==> src/rtl/riscv_pipe_pkg.sv <==
// Shared pipeline types and encodings.
// Used by the hazard controller and its helpers.
package riscv_pipe_pkg;

  localparam logic [1:0] RES_ALU = 2'b00;
  localparam logic [1:0] RES_MEM = 2'b01;
  localparam logic [1:0] RES_PC4 = 2'b10;

  localparam logic [1:0] FWD_RF = 2'b00;
  localparam logic [1:0] FWD_W  = 2'b01;
  localparam logic [1:0] FWD_M  = 2'b10;

  typedef enum logic [1:0] {
    ST_RUN   = 2'b00,
    ST_MWAIT = 2'b01,
    ST_ERR   = 2'b10
  } hz_state_t;

  // M-stage result wins over W-stage result; x0 never forwards.
  function automatic logic [1:0] fwd_sel(
    input logic [4:0] rs,
    input logic [4:0] rd_m,
    input logic       we_m,
    input logic [4:0] rd_w,
    input logic       we_w
  );
    logic [1:0] sel;
    sel = FWD_RF;
    if (we_m && (rd_m != 5'd0) && (rd_m == rs))
      sel = FWD_M;
    else if (we_w && (rd_w != 5'd0) && (rd_w == rs))
      sel = FWD_W;
    return sel;
  endfunction

endpackage

==> src/rtl/pipe_sat_counter.sv <==
// Saturating up-counter with synchronous clear.
// Clear has priority over increment.
module pipe_sat_counter #(
  parameter int W = 16
) (
  input  logic         Clk,
  input  logic         Reset,
  input  logic         Clr,
  input  logic         Inc,
  output logic [W-1:0] Count
);

  logic [W-1:0] count_q;
  logic [W-1:0] count_d;

  // Next count: clear, saturating increment, or hold.
  always_comb begin
    count_d = count_q;
    if (Clr)
      count_d = '0;
    else if (Inc && (count_q != '1))
      count_d = count_q + W'(1);
  end

  // Count register.
  always_ff @(posedge Clk or posedge Reset) begin
    if (Reset)
      count_q <= '0;
    else
      count_q <= count_d;
  end

  assign Count = count_q;

endmodule

==> src/rtl/pipe_hazard_ctrl.sv <==
// Hazard/stall controller: forwarding, load-use,
// branch flush and data-memory wait sequencing.
module pipe_hazard_ctrl
  import riscv_pipe_pkg::*;
#(
  parameter int TIMEOUT = 16,
  parameter int CNT_W   = 16
) (
  input  logic             Clk,
  input  logic             Reset,
  input  logic [4:0]       Rs1_D,
  input  logic [4:0]       Rs2_D,
  input  logic [4:0]       Rs1_E,
  input  logic [4:0]       Rs2_E,
  input  logic [4:0]       Rd_E,
  input  logic [4:0]       Rd_M,
  input  logic [4:0]       Rd_W,
  input  logic             RegWrite_M,
  input  logic             RegWrite_W,
  input  logic [1:0]       ResultSrc_E,
  input  logic             PCSrc_E,
  input  logic             MemReq_M,
  input  logic             MemReady,
  input  logic             CntClear,
  output logic             Stall_F,
  output logic             Stall_D,
  output logic             Stall_E,
  output logic             Stall_M,
  output logic             Flush_D,
  output logic             Flush_E,
  output logic             Flush_W,
  output logic [1:0]       Forward_AE,
  output logic [1:0]       Forward_BE,
  output logic             MemErr,
  output logic [CNT_W-1:0] StallCount,
  output logic [CNT_W-1:0] FlushCount
);

  localparam int WCW =
    (TIMEOUT < 1) ? 1 : $clog2(TIMEOUT + 1);
  localparam logic [WCW-1:0] TO_VAL = WCW'(TIMEOUT);

  hz_state_t      state_q, state_d;
  logic [WCW-1:0] wcnt_q, wcnt_d;
  logic           err_q, err_d;
  logic           lw;
  logic           ms;

  // Operand forwarding selects for EX.
  always_comb begin
    Forward_AE = fwd_sel(Rs1_E, Rd_M, RegWrite_M,
                         Rd_W, RegWrite_W);
    Forward_BE = fwd_sel(Rs2_E, Rd_M, RegWrite_M,
                         Rd_W, RegWrite_W);
  end

  // Stall/flush decode; a memory wait freezes everything
  // and defers any pending branch flush.
  always_comb begin
    lw = (ResultSrc_E == RES_MEM) && (Rd_E != 5'd0) &&
         ((Rd_E == Rs1_D) || (Rd_E == Rs2_D));
    ms = (MemReq_M && !MemReady) || (state_q == ST_ERR);
    Stall_F = lw;
    Stall_D = lw;
    Stall_E = 1'b0;
    Stall_M = 1'b0;
    Flush_D = PCSrc_E;
    Flush_E = lw | PCSrc_E;
    Flush_W = 1'b0;
    if (ms) begin
      Stall_F = 1'b1;
      Stall_D = 1'b1;
      Stall_E = 1'b1;
      Stall_M = 1'b1;
      Flush_D = 1'b0;
      Flush_E = 1'b0;
      Flush_W = 1'b1;
    end
  end

  // Memory wait FSM next-state with timeout.
  always_comb begin
    state_d = state_q;
    wcnt_d  = wcnt_q;
    err_d   = err_q;
    case (state_q)
      ST_RUN: begin
        if (MemReq_M && !MemReady) begin
          state_d = ST_MWAIT;
          wcnt_d  = WCW'(1);
        end
      end
      ST_MWAIT: begin
        if (MemReady) begin
          state_d = ST_RUN;
          wcnt_d  = '0;
        end else if ((TIMEOUT != 0) &&
                     (wcnt_q == TO_VAL)) begin
          state_d = ST_ERR;
          err_d   = 1'b1;
        end else begin
          wcnt_d = wcnt_q + WCW'(1);
        end
      end
      ST_ERR: begin
        err_d = 1'b1;
      end
      default: begin
        state_d = ST_RUN;
        wcnt_d  = '0;
      end
    endcase
  end

  // FSM state, wait counter and sticky error.
  always_ff @(posedge Clk or posedge Reset) begin
    if (Reset) begin
      state_q <= ST_RUN;
      wcnt_q  <= '0;
      err_q   <= 1'b0;
    end else begin
      state_q <= state_d;
      wcnt_q  <= wcnt_d;
      err_q   <= err_d;
    end
  end

  assign MemErr = err_q;

  pipe_sat_counter #(.W(CNT_W)) u_stall_cnt (
    .Clk   (Clk),
    .Reset (Reset),
    .Clr   (CntClear),
    .Inc   (Stall_F),
    .Count (StallCount)
  );

  pipe_sat_counter #(.W(CNT_W)) u_flush_cnt (
    .Clk   (Clk),
    .Reset (Reset),
    .Clr   (CntClear),
    .Inc   (Flush_D),
    .Count (FlushCount)
  );

endmodule

==> config.mk <==
export PLATFORM = sky130hd
export DESIGN_NAME = pipe_hazard_ctrl
export DESIGN_NICKNAME = d
export VERILOG_FILES = /design/src/rtl/riscv_pipe_pkg.sv /design/src/rtl/pipe_sat_counter.sv /design/src/rtl/pipe_hazard_ctrl.sv
export SDC_FILE = /design/constraint.sdc
export NUM_CORES = 1
export LEC_CHECK = 0
export ABC_CLOCK_PERIOD_IN_PS = 3300
export CORE_MARGIN = 1.5
export CORE_UTILIZATION = 50
export CTS_BUF_LIST = sky130_fd_sc_hd__clkbuf_4 sky130_fd_sc_hd__clkbuf_8 sky130_fd_sc_hd__clkbuf_16
export DETAILED_ROUTE_END_ITERATION = 8
export GPL_TIMING_DRIVEN = 0
export PLACE_DENSITY = 0.93
export SLEW_MARGIN = 15
export SYNTH_ARGS = -nofsm -noshare
export SYNTH_HDL_FRONTEND = slang
export SYNTH_SLANG_ARGS = --single-unit
==> constraint.sdc <==
create_clock -name Clk -period 3.3 [get_ports Clk]
set_clock_uncertainty 0.2 [all_clocks]
set_input_delay 0.66 -clock Clk [delete_from_list [all_inputs] [get_ports Clk]]
set_output_delay 0.66 -clock Clk [all_outputs]
set_load 0.1 [all_outputs]
==> impl_metrics.prom, run 1 <==
# TYPE chip_impl_metric gauge
chip_impl_info{name="run_status",value="completed"} 1
chip_impl_metric{name="tightest_slew",unit="ns"} 1.01
chip_impl_metric{name="crit_required",unit="ns"} 2.44
chip_impl_metric{name="detailroute.via_count",unit=""} 2590
chip_impl_metric{name="via_density_per_instance",unit=""} 5.62
chip_impl_info{name="kind_of_critical_path",value="in2out"} 1
chip_impl_metric{name="antenna_violations_before_repair",unit=""} 0
chip_impl_metric{name="via_count_of_the_first_global_routing_pass",unit=""} 2384
chip_impl_metric{name="pin_count_of_the_biggest_net_entering_global_routing",unit=""} 36
chip_impl_metric{name="min_period_over_period",unit=""} 0.989
chip_impl_info{name="yosys_most_used_dff",value="dfrtp_1"} 1
chip_impl_metric{name="final_layout_size_suffix_gt1_frac",unit=""} 0.138
chip_impl_metric{name="ir_drop",unit="uV"} 272
chip_impl_metric{name="arrival",unit="ns"} 2.40
chip_impl_metric{name="dr.pass1.iters",unit=""} 5
chip_impl_metric{name="synth_cell_types",unit=""} 52
chip_impl_metric{name="post_synth_edffs",unit=""} 0
chip_impl_metric{name="detailedRoute.firstIterationViolations",unit=""} 148
chip_impl_metric{name="clock_insertion_delay_worst_skew",unit="ns"} 0.29
chip_impl_metric{name="syn_nets",unit=""} 342
chip_impl_metric{name="htree_levels",unit=""} 2
chip_impl_metric{name="global_route.overflow_total",unit=""} 0
chip_impl_metric{name="postCtsHoldBufs",unit=""} 0
chip_impl_metric{name="die_width",unit="um"} 75.8
chip_impl_metric{name="maxCapViolations",unit=""} 0
chip_impl_metric{name="syn_avg_cell_area",unit="um^2"} 9.05
chip_impl_metric{name="slew-limit-headroom",unit=""} 0.327
chip_impl_metric{name="yosysTopAreaCellShare",unit=""} 0.377
chip_impl_metric{name="cts-buffers-inserted",unit=""} 5
chip_impl_metric{name="reported_leakage_power",unit="nW"} 1.55
chip_impl_info{name="critical_path_capture_point_type",value="primary output"} 1
chip_impl_metric{name="remaining_drc_errors",unit=""} 0
chip_impl_metric{name="routed_wirelength",unit="mm"} 7.09
chip_impl_metric{name="clock_path_buffers",unit=""} 2
chip_impl_metric{name="floorplan.initialDensity",unit=""} 0.519
chip_impl_metric{name="synth-seq-area-share",unit=""} 0.377
chip_impl_info{name="timing.critical_path.from",value="Rd_E[1]"} 1
chip_impl_metric{name="finalHoldViolCount",unit=""} 0
chip_impl_metric{name="io_pins",unit=""} 89
chip_impl_metric{name="syn_inst",unit=""} 293
chip_impl_metric{name="gp_congestion",unit=""} 0.870
chip_impl_metric{name="path_max_fanout",unit=""} 3
chip_impl_info{name="rr_startpoint",value="u_stall_cnt.Count[0]"} 1
chip_impl_metric{name="netlist_area",unit="um^2"} 2650
chip_impl_info{name="cts_tree",value="built"} 1
chip_impl_metric{name="fmax",unit="GHz"} 0.306
chip_impl_metric{name="ys_ff_latch",unit=""} 40
chip_impl_info{name="worstHoldStart",value="MemErr"} 1
chip_impl_metric{name="floorplan.rows",unit=""} 26
chip_impl_info{name="holdCritPathClass",value="reg2reg"} 1
chip_impl_metric{name="layout_setup_ws",unit="ns"} 0.0367
chip_impl_metric{name="yosys_warnings",unit=""} 0
chip_impl_info{name="synth.cells.most_frequent",value="dfrtp_1, nor2_1, xor2_1, nand2_1, nand3_1"} 1
chip_impl_metric{name="pwr_density_cell",unit="nW/um^2"} 317
chip_impl_metric{name="cts.sinks",unit=""} 40
chip_impl_metric{name="die_y",unit="um"} 75.8
chip_impl_info{name="ys_top_cells_by_area",value="dfrtp_1, xor2_1, xnor2_1"} 1
chip_impl_metric{name="global_routing_usage_summed_across_all_routing_layers",unit=""} 0.250
chip_impl_metric{name="coreArea",unit="um^2"} 5110
chip_impl_metric{name="drt.antenna.violating_nets",unit=""} 0
chip_impl_metric{name="final_core_utilization",unit=""} 0.752
chip_impl_metric{name="fp.dieArea",unit="um^2"} 5750
chip_impl_metric{name="setup_violations",unit=""} 0
chip_impl_metric{name="async_reset_ff_frac",unit=""} 1.00
chip_impl_metric{name="fillerInstances",unit=""} 373
chip_impl_metric{name="wl_per_cell",unit="um"} 15.4
chip_impl_info{name="synth.most_common_cell",value="dfrtp_1"} 1
chip_impl_info{name="most_area_hungry_cell_type_in_the_yosys_netlist",value="dfrtp_1"} 1
chip_impl_metric{name="dp_worst_setup_slack",unit="ns"} -1.03
chip_impl_metric{name="antenna_cells",unit=""} 0
chip_impl_metric{name="portBuffers",unit=""} 87
chip_impl_metric{name="area_growth_syn_to_layout",unit="%"} 44.7
chip_impl_metric{name="grt_first_pass_wirelength",unit="mm"} 11.0
chip_impl_metric{name="final_max_slew_viol_count",unit=""} 0
chip_impl_metric{name="clk_transition_reported_paths",unit="ns"} 0.08
chip_impl_info{name="grt_setup_unrepaired",value="false"} 1
chip_impl_info{name="clk_root_buffer_cell",value="clkbuf_8"} 1
chip_impl_info{name="crit_start_category",value="input pin"} 1
chip_impl_metric{name="post-route-min-period",unit="ns"} 3.26
chip_impl_metric{name="dp_hpwl",unit="mm"} 5.39
chip_impl_metric{name="fin_nets",unit=""} 439
[metrics by stage]
| step | hold slack (ns) | setup TNS, ns | instance area [um^2] | total power, W | instances |
|---|---|---|---|---|---|
| 2_1_floorplan | 0.261 | -0.342 | 2730 | 0.000715 | 293 |
| 3_3_place_gp | 0.258 | -7.83 | 3690 | 0.000817 | 450 |
| 3_5_place_dp | 0.252 | -8.21 | 3710 | 0.000830 | 451 |
| 4_1_cts | 0.272 | 0 | 3830 | 0.00123 | 461 |
| 5_1_grt | 0.297 | 0 | 3840 | 0.00127 | 461 |
| 6_report | 0.266 | 0 | 3840 | 0.00122 | 461 |
[worst max-delay path, cell delays in order]
cell and delay (ns):
dlygate4sd2_1 0.27, or4_4 0.56, o21ai_4 0.16, and2b_2 0.26, nand2b_2 0.19, buf_4 0.14
buf_8 0.16
[sequential cells by signal, summed over array words and instances, names as in the netlist]
| register | count |
|---|---|
| MemErr | 1 |
| state_q | 2 |
| wcnt_q | 5 |
| u_flush_cnt.Count | 16 |
| u_stall_cnt.Count | 16 |
[cells in the final DEF, fill, tap and decap left out, types with 4 or more instances in the layout]
cell / n
ha_1: 4
dlygate4sd2_1: 9
nand2_1: 22
o21ai_1: 6
or4_1: 5
inv_1: 10
clkdlybuf4s50_1: 64
o31ai_1: 4
dfrtp_1: 40
nor4_4: 4
or3_1: 7
buf_4: 7
xor2_1: 28
a21oi_1: 15
nand4_1: 10
or4_4: 4
clkbuf_8: 5
nand3_1: 21
xnor2_1: 20
nor2_1: 28
clkbuf_1: 4
nor3_1: 4
[routing by layer]
layer  routed length, um  GRT usage  share of wire
met1                2870      0.298           0.40
met2                3620      0.453           0.51
met3                 549     0.0582          0.077
met4                  57     0.0635         0.0080
met5                   0          0              0
[path summary, 6_finish.rpt]
check / end / slack (ns) / cells past startpoint
hold / removal: MemErr / 0.27 / 1
setup reg to reg: u_stall_cnt.Count[11] / 0.99 / 6
hold reg to reg: MemErr / 0.27 / 1
max in group asynchronous: u_flush_cnt.Count[11] / 2.14 / 3
setup / recovery: Stall_F / 0.04 / 7
min in group asynchronous: wcnt_q[2] / 0.36 / 2
[layout make-up]
class | instances | area, um^2 | area share
multi-input cells | 233 | 1650 | 0.429
clock inverters | 3 | 42.5 | 0.0111
flip-flops and latches | 40 | 1000 | 0.261
clock buffers | 5 | 68.8 | 0.0179
repair buffers | 90 | 892 | 0.232
well taps | 70 | 87.6 | 0.0228
inverters | 11 | 41.3 | 0.0108
plain buffers | 9 | 58.8 | 0.0153
[kinds of logic after synthesis]
| logic type | after synthesis | synth area share |
|---|---|---|
| buffers and inverters | 20 | 0.0377 |
| adders and majority gates | 4 | 0.0189 |
| and+or+nand+nor | 129 | 0.264 |
| AOI/OAI and AO/OA | 47 | 0.124 |
| xor gates and xnor gates | 48 | 0.158 |
| muxes | 5 | 0.0198 |
| DFF | 40 | 0.377 |
[where the power goes]
group / leakage, nW / internal [W] / total [W] / switching (W)
registers: 0.548 / 0.000500 / 0.000516 / 0.0000158
clock network: 0.0541 / 0.000224 / 0.000397 / 0.000173
logic: 0.948 / 0.000119 / 0.000306 / 0.000187
total: 1.55 / 0.000842 / 0.00122 / 0.000376
[what timing repair did]
action / CTS / global route
resized for setup: 66 / 11
pin swaps: 2 / 2
endpoints found under the setup margin: 11 / 7
setup buffers: 2 / 0
No activity file was read; power rests on OpenSTA's default activity.
==> inputs of run 2 (changes only) <==
Settings changed: SLEW_MARGIN 15 to 20.
==> results of run 2 <==
No change in the layout: final DEF, timing and power equal those of run 1.
==> RTL change: new RTL, config.mk and constraints of run 2 <==
Register the output `FlushCount`, without a reset; this adds one clock of latency there. The other outputs are not delayed to match.
--- a/src/rtl/pipe_hazard_ctrl.sv
+++ b/src/rtl/pipe_hazard_ctrl.sv
@@ -40,4 +40,6 @@
     (TIMEOUT < 1) ? 1 : $clog2(TIMEOUT + 1);
   localparam logic [WCW-1:0] TO_VAL = WCW'(TIMEOUT);
+
+  logic [CNT_W-1:0] FlushCount_d;
 
   hz_state_t      state_q, state_d;
@@ -141,6 +143,10 @@
     .Clr   (CntClear),
     .Inc   (Flush_D),
-    .Count (FlushCount)
+    .Count (FlushCount_d)
   );
+
+  always_ff @(posedge Clk) begin
+    FlushCount <= FlushCount_d;
+  end
 
 endmodule
Behaviour: not the same (a bounded check fails within 4 cycles, from zero or initial values and one cycle with Reset high).
==> RTL change against run 2 <==
- hold slack got worse by 0.029 ns
- register-to-register slack lost 0.27 ns
- worst setup slack worse by 0.033 ns
- final area up 8.8%
- synthesized area up 12%
- total power rose by 16%
- routed wire length up 7.7%
- sequential cell count rose by 16
- highest routed layer unchanged
==> RTL change: results (changes against run 2) <==
metric;value;unit;change
DR WL met2;4120;µm;+14%
mean number of vias per cell;5.63;;+0.28%
share of cells above drive strength 1;14.3;%;+0.44 points
Slowest-stage cell, CP;clkdlybuf4s50_1;;
hold depth;0;;-1
final worst slack;0.00318;ns;-0.0335 ns
status;completed;;
vias in the first global route;2735;;+15%
first-pass GRT wire length;12800;µm;+16%
DR iter-0 viols;208;;+41%
cell leakage power;1.64;nW;+5.8%
Post-synth top cells;40 x dfrtp_1, 26 x nor2_1, 24 x nand2_1, 24 x xor2_1, 20 x xnor2_1;;
Synth Area in XOR/XNOR;12.9;%;-2.9 points
DP Area;4070;µm²;+9.5%
Hold Path End;FlushCount[14]$_DFF_P_;;
Max FO, Critical Path;5;;+2
reg2reg setup slack;0.72;ns;-0.27 ns
pin count of the biggest net entering global routing;33;;-8.3%
HPWL after detailed placement;5690;µm;+5.6%
clk slew on worst S/H paths;0.11;ns;+0.03 ns
Post-Route WL;7640;µm;+7.7%
end of the critical path;Flush_E;;
clock network fraction of total power;27.6;%;-5.0 points
Synthesized Nets;365;;+6.7%
crit path DAT;2.44;ns;+0.04 ns
synth unique cells;51;;-1.9%
kind of cell adding the most delay to the critical path;buffers and inverters;;
Comb pwr share;22.4;%;-2.7 points
Internal;0.971;mW;+15%
syn_area_per_cell;9.43;µm²;+4.1%
M1 WL;3000;µm;+4.7%
clock latency on the worst-skew pair;0.32;ns;+0.03 ns
GRT Resource Usage Total;25.7;%;+0.64 points
FFs w/ async S/R, synth;71.4;%;-29 points
Critical Path Start;Rd_E[0];;
Pre-Repair DR Iteration Count;4;;-1
post-synthesis mux area share;1.76;%;-0.22 points
Slew @ Worst Pin;1.02;ns;+0.0154 ns
worst slack at placement;-1.09;ns;-0.0537 ns
RD Place Congestion;0.838;;-3.6%
Hold WS;0.237;ns;-0.0285 ns
peak supply drop;0.218;mV;-20%
sequential element share of the synthesized area;44.4;%;+6.6 points
placed cells;476;;+5.5%
Layout Nets;462;;+5.2%
RTL change: changes by cell type after synthesis, moves of 3 or more:
cell / delta
and3_1: +3
dfxtp_1: +16
xor2_1: -4
nand4_1: -3
o21ai_0: +8
nand3_1: -3
a21oi_2: +4
or3_1: +8
nor2_1: -3
o31ai_1: -3
RTL change: layout make-up:
class,instances,area (µm²)
repair buffers,90,883
multi-input cells,236,1640
clock inverters,3,22.5
inverters,13,56.3
fillers,402,1470
plain buffers,11,90.1
clock buffers,5,68.8
flip-flops and latches,56,1320
well taps,72,90.1
RTL change: what timing repair did:
action / in CTS / in global routing
pin swaps: 4 / 1
setup buffers: 2 / 0
cloned: 0 / 0
setup endpoints to repair: 11 / 7
gates resized for setup: 72 / 5
RTL change: per-layer routing:
metal,track usage [%],vias to the layer above
met5,0,-
met4,10.0,0
met3,3.75,16
met2,47.6,93
met1,29.4,1335
li1,-,1294
